===== config.mk =====
export PLATFORM = sky130hd
export DESIGN_NAME = fifo_rd_packer_flat
export DESIGN_NICKNAME = d
export VERILOG_FILES = /design/src/rtl/fifo_rd_packer_if.sv /design/src/rtl/fifo_rd_packer.sv /design/src/flat_wrapper.sv
export SDC_FILE = /design/constraint.sdc
export NUM_CORES = 1
export LEC_CHECK = 0
export ABC_AREA = 1
export BUFFER_PORTS_ARGS = -buffer_cell sky130_fd_sc_hd__buf_2
export CORE_UTILIZATION = 50
export DETAILED_ROUTE_END_ITERATION = 8
export GPL_ROUTABILITY_DRIVEN = 0
export PLACE_DENSITY = 0.74
export SKIP_LAST_GASP = 1
export SYNTH_ARGS = -nofsm -noshare
export SYNTH_HDL_FRONTEND = slang
export SYNTH_SLANG_ARGS = --single-unit

===== constraint.sdc =====
create_clock -name i_clk -period 4.63 [get_ports i_clk]
set_input_delay 0.2315 -clock i_clk [delete_from_list [all_inputs] [get_ports i_clk]]
set_output_delay 0.2315 -clock i_clk [all_outputs]
set_load 0.02 [all_outputs]

===== src/rtl/fifo_rd_packer_if.sv =====
// Read-side packer bus: FIFO show-ahead port on one side, packed valid/ready word on the other.
interface fifo_rd_packer_if #(
    parameter int DATA_WIDTH = 8,
    parameter int PACK       = 4
);
    logic [DATA_WIDTH-1:0]      i_rdata;
    logic                       i_rempty;
    logic                       o_rinc;
    logic [DATA_WIDTH*PACK-1:0] o_word;
    logic [$clog2(PACK+1)-1:0]  o_count;
    logic                       o_valid;
    logic                       i_ready;
    logic                       o_busy;

    modport master (
        input  i_rdata, i_rempty, i_ready,
        output o_rinc, o_word, o_count, o_valid, o_busy
    );

    modport slave (
        output i_rdata, i_rempty, i_ready,
        input  o_rinc, o_word, o_count, o_valid, o_busy
    );
endinterface


===== src/rtl/fifo_rd_packer.sv =====
// Pops PACK bytes from a show-ahead async FIFO read port and presents them as one word on valid/ready.
// Optional partial-word flush after TIMEOUT_CYCLES idle cycles: define FIFO_RD_PACKER_TIMEOUT_EN.
module fifo_rd_packer #(
    parameter int DATA_WIDTH     = 8,
    parameter int PACK           = 4,
    parameter int TIMEOUT_CYCLES = 16
) (
    input  logic i_clk,
    input  logic i_rst,
    fifo_rd_packer_if.master bus
);
    localparam int LW = $clog2(PACK);
    localparam int CW = $clog2(PACK + 1);
    localparam int WW = DATA_WIDTH * PACK;

    if (PACK < 2) begin : g_bad_pack
        $error("PACK must be >= 2");
    end
    if (TIMEOUT_CYCLES < 1) begin : g_bad_timeout
        $error("TIMEOUT_CYCLES must be >= 1");
    end

    typedef enum logic [1:0] {IDLE, FILL, HOLD} state_t;

    state_t          state, state_nxt;
    logic [LW-1:0]   lane, lane_nxt;
    logic [WW-1:0]   word, word_nxt;
    logic [CW-1:0]   count, count_nxt;
    logic            valid, valid_nxt;
    logic            pop;

`ifdef FIFO_RD_PACKER_TIMEOUT_EN
    localparam int IW = $clog2(TIMEOUT_CYCLES + 1);
    localparam logic [IW-1:0] IDLE_LIMIT = IW'(TIMEOUT_CYCLES);

    logic [IW-1:0] idle, idle_nxt;

    function automatic logic [IW-1:0] idle_sat_inc(input logic [IW-1:0] v);
        return (v == IDLE_LIMIT) ? v : v + 1'b1;
    endfunction
`endif

    // Pop never depends on i_ready; HOLD blocks pops even on the accept cycle.
    assign pop         = !i_rst && !bus.i_rempty && (state != HOLD);
    assign bus.o_rinc  = pop;
    assign bus.o_word  = word;
    assign bus.o_count = count;
    assign bus.o_valid = valid;
    assign bus.o_busy  = (state != IDLE);

    always_comb begin
        state_nxt = state;
        lane_nxt  = lane;
        word_nxt  = word;
        count_nxt = count;
        valid_nxt = valid;
`ifdef FIFO_RD_PACKER_TIMEOUT_EN
        idle_nxt  = '0;
`endif
        case (state)
            IDLE, FILL: begin
                if (pop) begin
                    word_nxt[int'(lane)*DATA_WIDTH +: DATA_WIDTH] = bus.i_rdata;
                    if (lane == LW'(PACK - 1)) begin
                        lane_nxt  = '0;
                        count_nxt = CW'(PACK);
                        valid_nxt = 1'b1;
                        state_nxt = HOLD;
                    end else begin
                        lane_nxt  = lane + 1'b1;
                        state_nxt = FILL;
                    end
                end
`ifdef FIFO_RD_PACKER_TIMEOUT_EN
                else if (state == FILL) begin
                    // Unfilled lanes are already zero: word is cleared on every accept and on reset.
                    if (idle == IDLE_LIMIT) begin
                        count_nxt = CW'(lane);
                        lane_nxt  = '0;
                        valid_nxt = 1'b1;
                        state_nxt = HOLD;
                    end else begin
                        idle_nxt = idle_sat_inc(idle);
                    end
                end
`endif
            end
            HOLD: begin
                if (bus.i_ready) begin
                    valid_nxt = 1'b0;
                    word_nxt  = '0;
                    count_nxt = '0;
                    state_nxt = IDLE;
                end
            end
            default: begin
                state_nxt = IDLE;
                lane_nxt  = '0;
                word_nxt  = '0;
                count_nxt = '0;
                valid_nxt = 1'b0;
            end
        endcase
    end

    always_ff @(posedge i_clk or posedge i_rst) begin
        if (i_rst) begin
            state <= IDLE;
            lane  <= '0;
            word  <= '0;
            count <= '0;
            valid <= 1'b0;
`ifdef FIFO_RD_PACKER_TIMEOUT_EN
            idle  <= '0;
`endif
        end else begin
            state <= state_nxt;
            lane  <= lane_nxt;
            word  <= word_nxt;
            count <= count_nxt;
            valid <= valid_nxt;
`ifdef FIFO_RD_PACKER_TIMEOUT_EN
            idle  <= idle_nxt;
`endif
        end
    end
endmodule


===== src/flat_wrapper.sv =====
// flat-port wrapper written by rule: the top's interface ports become plain ports
module fifo_rd_packer_flat 
#(
    parameter int DATA_WIDTH     = 8,
    parameter int PACK           = 4,
    parameter int TIMEOUT_CYCLES = 16
)
  (i_clk, i_rst, bus_i_rdata, bus_i_rempty, bus_i_ready, bus_o_rinc, bus_o_word, bus_o_count, bus_o_valid, bus_o_busy);
  fifo_rd_packer_if #(.DATA_WIDTH(DATA_WIDTH), .PACK(PACK)) bus_i ();
  input  logic i_clk;
  input  logic i_rst;
  input wire logic [$bits(bus_i.i_rdata)-1:0] bus_i_rdata;
  input wire logic [$bits(bus_i.i_rempty)-1:0] bus_i_rempty;
  input wire logic [$bits(bus_i.i_ready)-1:0] bus_i_ready;
  output wire logic [$bits(bus_i.o_rinc)-1:0] bus_o_rinc;
  output wire logic [$bits(bus_i.o_word)-1:0] bus_o_word;
  output wire logic [$bits(bus_i.o_count)-1:0] bus_o_count;
  output wire logic [$bits(bus_i.o_valid)-1:0] bus_o_valid;
  output wire logic [$bits(bus_i.o_busy)-1:0] bus_o_busy;
  assign bus_i.i_rdata = bus_i_rdata;
  assign bus_i.i_rempty = bus_i_rempty;
  assign bus_i.i_ready = bus_i_ready;
  assign bus_o_rinc = bus_i.o_rinc;
  assign bus_o_word = bus_i.o_word;
  assign bus_o_count = bus_i.o_count;
  assign bus_o_valid = bus_i.o_valid;
  assign bus_o_busy = bus_i.o_busy;
  fifo_rd_packer #(.DATA_WIDTH(DATA_WIDTH), .PACK(PACK), .TIMEOUT_CYCLES(TIMEOUT_CYCLES)) u_core (.i_clk(i_clk), .i_rst(i_rst), .bus(bus_i));
endmodule

==> results.yml <==
grt:
  antenna_found_initial: 0
  globalRoute.totalOverflow: 0
  met1_usage: 0.299
  grt_pass1_vias: 1542
  gr-usage-all-layers: 0.216
  grt_max_degree: 39
  grtUsageMet3: 0.0511
  grt_pass1_wl_um: 6930
  busiest_layer: "met2"
  met2_usage: 0.333
synth:
  syn_inst: 234
  muxShareOfSynthArea: 0
  synth_top_family_by_area: "simple AND/OR/NAND/NOR gates"
  synth.avg_cell_area_um2: 8.38
  synth_compound_area_frac: 0.0434
  yosys.area_share.xor_xnor: 0
  synthAdderAreaFrac: 0.0383
  netlist_area_um2: 1960
  ys_ff_latch: 37
  ys_seq_area_frac: 0.472
  synth_cell_type_count: 27
  ys_warn_count: 0
  yosys.area_share.simple: 0.371
final_layout:
  multi_input_area_um2: 896
  final_area_um2: 2310
  fill_cells: 340
  area_delta_synth_final_pct: 17.7
  layout.nets: 301
  register_area_um2: 926
  antenna_cells: 0
  drive_gt1_frac: 0.296
  layout.cells.non_filler: 332
  post-route-util: 0.621
placed_design:
  place_hpwl_um: 2920
  dpl_cell_area_um2: 2190
  io_buffers: 47
  place_inst: 324
clock_tree:
  clockBufferDepth: 2
  cts_setup_buffers: 0
  cts_tree: "built"
  numCtsBuffers: 5
  root_buffer: "clkbuf_8"
  clock-sinks: 37
  clk_latency_ps: 290
  hold_buffers: 0
  h-tree-depth: 2
  ctsResizeCount: 0
  cts.reportedPaths.clkPinSlew_ps: 70
timing:
  tightest_slew_ps: 759
  slew_violations: 0
  setup_viol: 0
  timing.final.crit_share: 0.391
  fmax_mhz: 553
  grt_setup_unrepaired: "no"
  finalClockSkew_ps: 2.33
  finalCriticalPeriod_ps: 1810
  slew_headroom: 0.493
  final_hold_viol_count: 0
  fin_setup_tns_ps: 0
worst_hold_path:
  hp-class: "input port to asynchronous set/reset pin"
floorplan:
  die_area_um2: 4180
  start_util: 0.528
  std_cell_rows: 22
  dieWidth_um: 64.6
  fp.dieH_um: 64.6
  design.core.area_um2: 3720
  boundaryPins: 50
worst_setup_path:
  worst_ep_required_time_ps: 4850
  crit_arrival_ps: 2030
  rr_worst_depth: 6
  critPathCaptureType: "flip-flop"
  criticalPathCategory: "flip-flop to flip-flop"
  crit_fanout: 10
  cp-start-kind: "flip-flop"
detailed_routing:
  drcViolationCount: 0
  via_count: 1605
  vias_per_cell: 4.83
  wl_per_cell_um: 11.9
  routed_wirelength_um: 3950
  antenna_left: 0
  first_iter_violations: 84
  first_pass_iters: 4
power_and_ir_drop:
  p_leak_nw: 1.32
  power_density_nw_per_um2: 590
  irDropWorstVdd_mv: 0.330
status:
  status: "complete, no violations"
flow_run:
  maxCapViolations: 0
[routing by layer]
| layer | wire [um] | up-vias |
|---|---|---|
| li1 | - | 825 |
| met1 | 1950 | 741 |
| met2 | 1820 | 34 |
| met3 | 140 | 5 |
| met4 | 40 | 0 |
| met5 | 0 | - |
[synth_stat cells]
| cell | number | area [um^2] |
|---|---|---|
| inv_2 | 3 | 11.3 |
| buf_8 | 1 | 15.0 |
| nor3_4 | 1 | 16.3 |
| nand2_4 | 1 | 11.3 |
| ha_1 | 6 | 75.1 |
| a21oi_1 | 2 | 10.0 |
| or2_2 | 1 | 6.26 |
| nand2_1 | 95 | 357 |
| dfrtp_1 | 37 | 926 |
| o21ai_0 | 1 | 5.00 |
| nand3_4 | 3 | 52.6 |
| nand3b_2 | 1 | 11.3 |
| nand3_1 | 13 | 65.1 |
| buf_6 | 1 | 11.3 |
| o21ai_2 | 8 | 70.1 |
| nor2_2 | 2 | 12.5 |
| buf_4 | 3 | 22.5 |
| nor2_1 | 20 | 75.1 |
| buf_12 | 1 | 20.0 |
| nor3_1 | 8 | 40.0 |
| nand2_2 | 7 | 43.8 |
| inv_1 | 14 | 52.6 |
| conb_1 | 1 | 3.75 |
| inv_8 | 1 | 11.3 |
| nand3_2 | 1 | 10.0 |
| nand3b_1 | 1 | 7.51 |
| nand2_8 | 1 | 20.0 |
[per-stage QoR]
step	power [mW]	worst slack [ps]	hold slack, ps
final	1.36	2820	85.0
after global routing	1.47	2640	153
after CTS	1.37	2750	126
after detailed placement	1.08	2620	437
after global placement	1.07	2660	426
after floorplan	0.935	3040	201
[logic make-up after synthesis]
group,count (synthesis)
flops,37
buf+inv,24
other cells,1
simple gates,155
compound gates,11
fa+ha+maj,6
[final cells by class]
type / count / share of cell area
clock inverters: 1 / 0.0130
flip-flops and latches: 37 / 0.401
inverters: 18 / 0.0325
multi-input cells: 174 / 0.388
well taps: 48 / 0.0260
repair buffers: 47 / 0.102
clock buffers: 7 / 0.0374
[layout by cell type (no fill, tap or decap), drive strengths merged]
cell type / n
nand2: 104
buf: 47
dfrtp: 37
nor2: 22
inv: 18
nand3: 17
o21ai: 9
nor3: 9
clkbuf: 7
ha: 6
a21oi: 2
conb: 2
nand3b: 2
or2: 1
bufinv: 1
[report_power, final]
part | internal, mW | total (mW) | switching, mW | leakage [nW]
Combinational | 0.183 | 0.591 | 0.407 | 0.764
Clock | 0.176 | 0.289 | 0.113 | 0.0585
Sequential | 0.415 | 0.482 | 0.0673 | 0.499
Total | 0.774 | 1.36 | 0.588 | 1.32
[worst paths after layout]
kind	start	endpoint	slack, ps
max	u_core.lane[0]	u_core.bus.o_word[13]	2820
min	i_rst	u_core.state[0]	80
max reg2reg	u_core.lane[0]	u_core.bus.o_word[13]	2820
min reg2reg	u_core.bus.o_word[19]	u_core.bus.o_word[19]	480
max in group asynchronous	i_rst	u_core.bus.o_word[17]	4060
min in group i_clk	bus_i_rdata[7]	u_core.bus.o_word[7]	180
[flip-flops by register name, summed over array words and instances, names as in the netlist]
register            cells
u_core.bus.o_count      1
u_core.lane             2
u_core.bus.o_word      32
u_core.state            2
[worst max-delay path, cell delays in order (launching register included)]
cell and delay [ps]:
dfrtp_1 510, inv_2 160, ha_1 470, nand3_1 210, inv_1 150, nand2_1 90, o21ai_2 130
Power figures use the tool's default switching activity.
